[config.mk]
export PLATFORM = sky130hd
export DESIGN_NAME = stopwatch_bcd_counter
export DESIGN_NICKNAME = d
export VERILOG_FILES = /design/src/rtl/stopwatch_pkg.sv /design/src/rtl/bcd_digit.sv /design/src/rtl/stopwatch_bcd_counter.sv
export SDC_FILE = /design/constraint.sdc
export NUM_CORES = 1
export LEC_CHECK = 0
export ABC_CLOCK_PERIOD_IN_PS = 2620
export BUFFER_PORTS_ARGS = -buffer_cell sky130_fd_sc_hd__buf_2
export CAP_MARGIN = 20
export CORE_ASPECT_RATIO = 0.9
export CORE_UTILIZATION = 49
export CTS_CLUSTER_SIZE = 10
export DETAILED_ROUTE_END_ITERATION = 10
export PLACE_DENSITY = 0.67
export SYNTH_ARGS = -nofsm -noshare
export SYNTH_HDL_FRONTEND = slang
export SYNTH_SLANG_ARGS = --single-unit
[constraint.sdc]
create_clock -name i_w_clk -period 2.62 [get_ports i_w_clk]
set_input_delay 0.524 -clock i_w_clk [delete_from_list [all_inputs] [get_ports i_w_clk]]
set_output_delay 0.524 -clock i_w_clk [all_outputs]
set_load 0.01 [all_outputs]
[src/rtl/stopwatch_pkg.sv]
// Shared constants and state encoding for the stopwatch counter and its display-mux top.
package stopwatch_pkg;
    localparam int BCD_DIGIT_W      = 4;
    localparam int NUM_DIGITS       = 4;
    localparam int BCD_MAX_DIGIT    = 9;
    localparam int COUNT_W          = BCD_DIGIT_W * NUM_DIGITS;
    localparam int TICK_DIV_DEFAULT = 100000;

    typedef enum logic [1:0] {
        ST_IDLE  = 2'd0,
        ST_RUN   = 2'd1,
        ST_PAUSE = 2'd2
    } state_t;
endpackage

[src/rtl/bcd_digit.sv]
// One decimal digit of the stopwatch count; carry_out feeds the next digit's inc.
// Clear wins over inc; the digit rolls 9 -> 0 while raising carry_out combinationally.
module bcd_digit
    import stopwatch_pkg::*;
(
    input  logic                   i_w_clk,
    input  logic                   i_w_reset_n,
    input  logic                   i_w_clear,
    input  logic                   i_w_inc,
    output logic [BCD_DIGIT_W-1:0] o_r_digit,
    output logic                   o_w_carry_out
);
    localparam logic [BCD_DIGIT_W-1:0] MAX_DIGIT = BCD_DIGIT_W'(BCD_MAX_DIGIT);

    assign o_w_carry_out = i_w_inc && (o_r_digit == MAX_DIGIT);

    always_ff @(posedge i_w_clk or negedge i_w_reset_n) begin
        if (!i_w_reset_n) begin
            o_r_digit <= '0;
        end else if (i_w_clear) begin
            o_r_digit <= '0;
        end else if (i_w_inc) begin
            o_r_digit <= o_w_carry_out ? '0 : o_r_digit + 1'b1;
        end
    end
endmodule

[src/rtl/stopwatch_bcd_counter.sv]
// 4-digit BCD stopwatch feeding the 7-segment mux; one increment per TICK_DIV cycles in RUN.
// Optional lap-freeze of the displayed value is built when STOPWATCH_LAP_EN is defined.
module stopwatch_bcd_counter
    import stopwatch_pkg::*;
#(
    parameter int TICK_DIV = TICK_DIV_DEFAULT,
    parameter int PRESC_W  = 24
) (
    input  logic               i_w_clk,
    input  logic               i_w_reset_n,
    input  logic               i_w_start_stop,
    input  logic               i_w_clear,
    input  logic               i_w_lap,
    output logic [COUNT_W-1:0] o_r_digits,
    output logic               o_r_running,
    output logic               o_r_update,
    output logic               o_r_overflow
);
    localparam logic [PRESC_W-1:0]     PRESC_TC  = PRESC_W'(TICK_DIV - 1);
    localparam logic [BCD_DIGIT_W-1:0] MAX_DIGIT = BCD_DIGIT_W'(BCD_MAX_DIGIT);

    // Reset asserts asynchronously but is released in step with i_w_clk.
    logic [1:0] r_rst_sync;
    logic       w_rst_n;

    always_ff @(posedge i_w_clk or negedge i_w_reset_n) begin
        if (!i_w_reset_n) r_rst_sync <= '0;
        else              r_rst_sync <= {r_rst_sync[0], 1'b1};
    end
    assign w_rst_n = r_rst_sync[1];

    state_t r_state, w_state_nxt;

    always_ff @(posedge i_w_clk or negedge w_rst_n) begin
        if (!w_rst_n) r_state <= ST_IDLE;
        else          r_state <= w_state_nxt;
    end

    always_comb begin
        w_state_nxt = r_state;
        if (i_w_clear) begin
            w_state_nxt = ST_IDLE;
        end else if (i_w_start_stop) begin
            case (r_state)
                ST_IDLE:  w_state_nxt = ST_RUN;
                ST_RUN:   w_state_nxt = ST_PAUSE;
                ST_PAUSE: w_state_nxt = ST_RUN;
                default:  w_state_nxt = ST_IDLE;
            endcase
        end
    end

    logic [PRESC_W-1:0] r_presc;
    logic               w_tick;

    assign w_tick = (r_state == ST_RUN) && (r_presc == PRESC_TC) && !i_w_clear;

    always_ff @(posedge i_w_clk or negedge w_rst_n) begin
        if (!w_rst_n)                r_presc <= '0;
        else if (i_w_clear)          r_presc <= '0;
        else if (r_state == ST_RUN)  r_presc <= w_tick ? '0 : r_presc + 1'b1;
    end

    logic [NUM_DIGITS:0]    w_inc;
    logic [BCD_DIGIT_W-1:0] w_digit [NUM_DIGITS];
    logic [COUNT_W-1:0]     w_count_nxt;

    assign w_inc[0] = w_tick;

    for (genvar g = 0; g < NUM_DIGITS; g++) begin : g_digit
        bcd_digit u_digit (
            .i_w_clk       (i_w_clk),
            .i_w_reset_n   (w_rst_n),
            .i_w_clear     (i_w_clear),
            .i_w_inc       (w_inc[g]),
            .o_r_digit     (w_digit[g]),
            .o_w_carry_out (w_inc[g+1])
        );
    end

    // Value the digit chain will hold after this edge, so the display moves on the same edge.
    always_comb begin
        w_count_nxt = '0;
        for (int i = 0; i < NUM_DIGITS; i++) begin
            if (!w_inc[i])                  w_count_nxt[i*BCD_DIGIT_W +: BCD_DIGIT_W] = w_digit[i];
            else if (w_digit[i] != MAX_DIGIT) w_count_nxt[i*BCD_DIGIT_W +: BCD_DIGIT_W] = w_digit[i] + 1'b1;
        end
        if (i_w_clear) w_count_nxt = '0;
    end

    logic w_frozen_nxt;
`ifdef STOPWATCH_LAP_EN
    logic r_frozen;

    always_comb begin
        w_frozen_nxt = r_frozen;
        if (i_w_clear)                               w_frozen_nxt = 1'b0;
        else if (i_w_lap && r_state == ST_RUN)       w_frozen_nxt = !r_frozen;
        else if (i_w_lap && r_state == ST_PAUSE)     w_frozen_nxt = 1'b0;
    end

    always_ff @(posedge i_w_clk or negedge w_rst_n) begin
        if (!w_rst_n) r_frozen <= 1'b0;
        else          r_frozen <= w_frozen_nxt;
    end
`else
    logic w_unused_lap;
    assign w_unused_lap = i_w_lap;
    assign w_frozen_nxt = 1'b0;
`endif

    logic [COUNT_W-1:0] w_disp_nxt;
    assign w_disp_nxt = w_frozen_nxt ? o_r_digits : w_count_nxt;

    always_ff @(posedge i_w_clk or negedge w_rst_n) begin
        if (!w_rst_n) begin
            o_r_digits   <= '0;
            o_r_update   <= 1'b0;
            o_r_running  <= 1'b0;
            o_r_overflow <= 1'b0;
        end else begin
            o_r_digits   <= w_disp_nxt;
            o_r_update   <= (w_disp_nxt != o_r_digits);
            o_r_running  <= (w_state_nxt == ST_RUN);
            if (i_w_clear)              o_r_overflow <= 1'b0;
            else if (w_inc[NUM_DIGITS]) o_r_overflow <= 1'b1;
        end
    end
endmodule

-- Word level (Yosys, flattened, before mapping)
Cells that the tools add are included.
- register bits after elaboration: 63
- input port bits: 5
- output and inout port bits: 19
- logic and storage cells: 73
- add/subtract/negate cells: 5
- eq/ne operators: 13
- multiplexer cells: 29
- reduce and logical (&&, ||, !) cells: 15
- operator list (operator ; count):
    2-to-1 mux 4 bit ; 20
    2-to-1 mux 24 bit ; 3
    adder 24 x 1 -> 24 bit (second input constant) ; 1
    == test 24 x 17 -> 1 bit (second input constant) ; 1
    adder 4 x 1 -> 4 bit (second input constant) ; 4
    == test 4 bit (second input constant) ; 4
    2-to-1 mux 16 bit ; 1
    != test 16 bit ; 1
    != test 4 bit (second input constant) ; 4
    nonzero test 2 bit ; 6
    logical AND 1 bit ; 6
    == test 2 x 1 -> 1 bit (second input constant) ; 2
    2-to-1 mux 2 bit ; 2
    one-hot mux 2 bit (2 select lines) ; 1
    == test 2 bit (second input constant) ; 1
    zero test 2 bit ; 1
    2-to-1 mux 1 bit ; 2
    OR reduction 2 bit ; 1
    zero test 1 bit ; 1

-- Logic depth before layout (Yosys ltp)
- depth after elaboration: 10
- depth in mapped cells: 11
- mapped depth without buffers: 10

-- By module
Synthesis repeated with hierarchy kept, for this count alone.
- cell total of the unflattened synthesis: 436
- area total of the unflattened synthesis: 3836.2 µm²
- by module, submodules not included (module ; times used ; cells each ; area each (µm²) ; seq. area each (µm²)):
    stopwatch_bcd_counter ; 1 ; 332 ; 2881.5 ; 1176.1
    bcd_digit (g_digit[1].u_digit ...) ; 3 ; 26 ; 237.7 ; 100.1
    bcd_digit (g_digit[0].u_digit) ; 1 ; 26 ; 241.5 ; 100.1

-- Least setup slack after synthesis
No wires, ideal clock.
- kind: reg2reg
- from: register g_digit[0].u_digit.o_r_digit[1]
- to: register o_r_update
- setup time: 132 ps
- arrival time: 2285 ps
- required time: 2488 ps
- path slack: 202 ps
- cell stages (with the launch flop): 12
- buffers on the path: 1
- clock period less this slack: 2418 ps
- cells stage by stage: dfrtp_1 inv_1 ha_1 and3b_1 clkbuf_4 and4_4 nand3_4 mux2_4 xor2_1 a2111oi_2 and4b_1 nand4_1
- longest elaborated chain between the ends: 7
- elaborated cells on any way between the ends: 13
- classes of those cells: add/sub: 1; eq/ne: 3; mux: 6; reduce/logical: 3
- ends and longest elaborated chain (element ; RTL line ; source):
    from (decl) ; bcd_digit.sv:10 ; output logic [BCD_DIGIT_W-1:0] o_r_digit,
    from (signal assigned) ; bcd_digit.sv:23 ; o_r_digit <= o_w_carry_out ? '0 : o_r_digit + 1'b1;
    == test 4 bit ; bcd_digit.sv:15 ; assign o_w_carry_out = i_w_inc && (o_r_digit == MAX_DIGIT);
    logical AND 1 bit (3 in series) ; bcd_digit.sv:15 ;
    2-to-1 mux 4 bit ; stopwatch_bcd_counter.sv:85 ; if (!w_inc[i]) w_count_nxt[i*BCD_DIGIT_W +: BCD_DIGIT_W] = w_digit[i];
    2-to-1 mux 16 bit ; stopwatch_bcd_counter.sv:88 ; if (i_w_clear) w_count_nxt = '0;
    via w_count_nxt[13] ; stopwatch_bcd_counter.sv:66 ; logic [COUNT_W-1:0] w_count_nxt;
    != test 16 bit ; stopwatch_bcd_counter.sv:123 ; o_r_update <= (w_disp_nxt != o_r_digits);
    to (signal assigned) ; stopwatch_bcd_counter.sv:123 ;
    to (decl) ; stopwatch_bcd_counter.sv:16 ; output logic o_r_update,
The timed path passes the listed nets, and every way through them passes these cells.
A chain may end at the register's enable or synchronous reset.

-- Worst setup path after layout
Same ends and word-level chain as after synthesis.

==> flow_metrics.py <==
metrics = {
    "yosys": {
        "synth_xor_area_frac": 0.0860,
        "synth_top_area_frac": 0.469,
        "synthTopCellsByArea": "dfrtp_1 (47%), xor2_1 (7.0%), nor2_1 (4.2%), ha_1 (3.3%), a21oi_1 (2.8%)",
        "synth_top_family_by_area": "simple AND/OR/NAND/NOR gates",
        "synth_compound_area_frac": 0.0997,
        "syn_area_per_cell_um2": 10.0,
        "synth_area_leader_cell": "dfrtp_1",
        "syn_inst": 336,
        "synth_edf_count": 0,
        "synthArstFlopShare": 1.00,
        "muxShareOfSynthArea": 0.0376,
        "syn_area_um2": 3360,
        "ys_seq_elements": 63,
        "synthesis.nets": 350,
        "synthFlopType": "dfrtp_1",
        "yosys_warnings": 0,
        "synthDistinctLibCells": 54,
        "synth_seq_area_share": 0.469,
        "synthAdderAreaFrac": 0.0335,
        "yosys.area_share.simple": 0.245,
    },
    "sta": {
        "max_clock_freq_ghz": 0.398,
        "fin_setup_tns_ns": 0,
        "finalClockSkew_ns": 0.00848,
        "setup_violations": 0,
        "holdWs_ns": 0.364,
        "slew_viol_final": 0,
        "hold_viol": 0,
        "fin_ws_ns": 0.105,
        "slew_headroom": 0.489,
        "fin_crit_ns": 2.52,
        "worst_slew_pin_slew_ns": 0.766,
        "finalCritPeriodShare": 0.960,
    },
    "finish": {
        "layout_commonest_cell": "dfrtp_1",
        "nets": 406,
        "num_antenna_cells": 0,
        "syn_to_final_growth_pct": 18.7,
        "final_cell_mix": "dfrtp_1 (61), nor2_1 (38), buf_4 (32)",
        "drive_gt1_frac": 0.254,
        "fin_area_um2": 3990,
    },
    "setup_path": {
        "cp-end-kind": "flip-flop",
        "crit_chain": "inv_1, ha_1, and3b_2, and4_4, nand3_4, mux2_4, xor2_1, a2111oi_2, and4b_1, nand4_1",
        "path_class": "flip-flop to flip-flop",
        "cp_slowest_stage_delay_ns": 0.40,
        "arrival_ns": 2.74,
        "critPathLaunchType": "flip-flop",
        "cpMaxStageDelayCell": "dfrtp_1",
        "crit_fanout": 4,
        "critPathRequiredTime_ns": 2.84,
    },
    "clock_tree": {
        "clk_latency_ns": 0.34,
        "numClockSinks": 63,
        "cts_buffers": 9,
        "cts_tree": "done",
        "root_buffer": "clkbuf_8",
        "clockBufferDepth": 2,
        "clk_pin_slew_ns": 0.07,
        "htree_levels": 3,
    },
    "power": {
        "power_mw": 1.88,
        "power_density_nw_per_um2": 471,
        "irDropWorstVdd_uv": 387,
        "power.leakage_nw": 1.93,
    },
    "global_route": {
        "grt_usage": 0.222,
        "grt_pass1_vias": 2549,
        "grt_pass1_wl_um": 11800,
        "overflow": 0,
        "grt_max_degree": 62,
        "antenna_found_initial": 0,
    },
    "floorplan": {
        "core-area_um2": 6590,
        "dieArea_um2": 7200,
        "die_w_um": 89.3,
        "initial_core_util": 0.510,
        "rows": 28,
        "io_pins": 24,
        "fp.dieH_um": 80.6,
    },
    "placement": {
        "globalplace.congestion": 0.809,
        "place_ws_ns": -0.0124,
        "io_buffers": 22,
        "dpl.hpwl_um": 5070,
        "place_area_um2": 3720,
    },
    "outcome": {
        "status": "complete, no violations",
    },
    "route": {
        "viasPerCell": 5.48,
        "drtAntennaViolNets": 0,
        "dr.pass1.iters": 4,
        "drtIter0Drc": 104,
        "wl_per_cell_um": 14.4,
        "drc_errors": 0,
        "dr_total_vias": 2667,
        "wl_um": 7030,
    },
    "min_path": {
        "worstHoldPathType": "flip-flop to flip-flop",
    },
    "job": {
        "drv_cap": 0,
    },
}
## flip-flops by register name (all words and copies together) (netlist names)
signal,count
o_r_running,1
r_presc,24
r_rst_sync,2
o_r_digits,16
o_r_overflow,1
g_digit.u_digit.o_r_digit,16
o_r_update,1
r_state,2
## through the flow
step / std cells / utilization
after detailed placement: 465 / 0.565
after global routing: 487 / 0.606
after CTS: 484 / 0.598
after global placement: 465 / 0.565
after floorplan: 336 / -
final: 487 / 0.606
## final timing paths
check	slack (ns)	cells after the start	startpoint	end
worst max register to register	0.10	10	g_digit[0].u_digit.o_r_digit[1]	o_r_update
worst min register to register	0.36	0	r_rst_sync[0]	r_rst_sync[1]
worst max-delay path	0.10	10	g_digit[0].u_digit.o_r_digit[1]	o_r_update
max in group asynchronous	1.68	1	r_rst_sync[1]	r_presc[12]
min in group asynchronous	0.42	1	r_rst_sync[1]	r_presc[12]
worst min-delay path	0.36	0	r_rst_sync[0]	r_rst_sync[1]
## kinds of logic (layout without fill, tap and decap cells)
group	Yosys count	in the layout
AND/OR/NAND/NOR	146	146
flip-flops	63	63
AO/OA/AOI/OAI	56	56
XOR/XNOR	33	33
buffers and inverters	17	78
multiplexers	11	11
adder cells (fa/ha/maj)	9	9
other	1	1
## worst max-delay path: cells and delay by family, from the launching register on
kind	cells	cell delay (ns)
compound gates	1	0.32
xor+xnor	1	0.17
fa+ha+maj	1	0.17
buf+inv	1	0.06
flops	1	0.40
mux	1	0.31
simple gates	5	0.94
## where the power goes
part / switching (mW) / internal [mW] / total [mW]
registers: 0.00734 / 0.987 / 0.994
clock network: 0.362 / 0.418 / 0.779
logic: 0.0708 / 0.0353 / 0.106
total: 0.440 / 1.44 / 1.88
## cell type report
cell class              instances  area, um^2
flip-flops and latches         63        1580
clock inverters                 3        17.5
inverters                       7        26.3
clock buffers                  13         169
well taps                      90         113
fillers                       574        2590
repair buffers                 55         360
multi-input cells             256        1730
## what timing repair did
action                     in CTS  in global routing
cloned                          0                  0
hold buffers                    1                  0
setup endpoints to repair       1                  1
hold endpoints to repair        2                  0
gates resized for setup         2                  8
setup buffers                   2                  3
pin swaps                       3                  8
## synthesized netlist by cell type (2+ instances only)
master and n:
nor2b_1 3, a31oi_1 5, nor3_1 11, nand2_1 25, mux2i_1 4, inv_1 7
nor2_1 38, buf_6 2, clkbuf_1 4, nand3b_1 2, nand4_1 13, and3_2 2
nand3_1 16, and2_1 2, nand2b_1 3, and4_1 3, o21ai_0 18, xnor2_1 6
dfrtp_1 63, and3_1 6, a21oi_2 2, or4_1 2, xor2_1 27, or3_1 2
nor3b_1 2, mux2_4 2, mux2_2 5, ha_1 9, a21oi_1 19, o31ai_1 8
and3b_2 2
## layer usage
| metal | track usage | wire length, um | vias up |
|---|---|---|---|
| li1 | - | - | 1319 |
| met1 | 0.262 | 3190 | 1303 |
| met2 | 0.382 | 3540 | 39 |
| met3 | 0.0761 | 232 | 6 |
| met4 | 0.0651 | 70 | 0 |
| met5 | 0 | 0 | - |
Note: power is estimated with default switching activity, not from simulation.
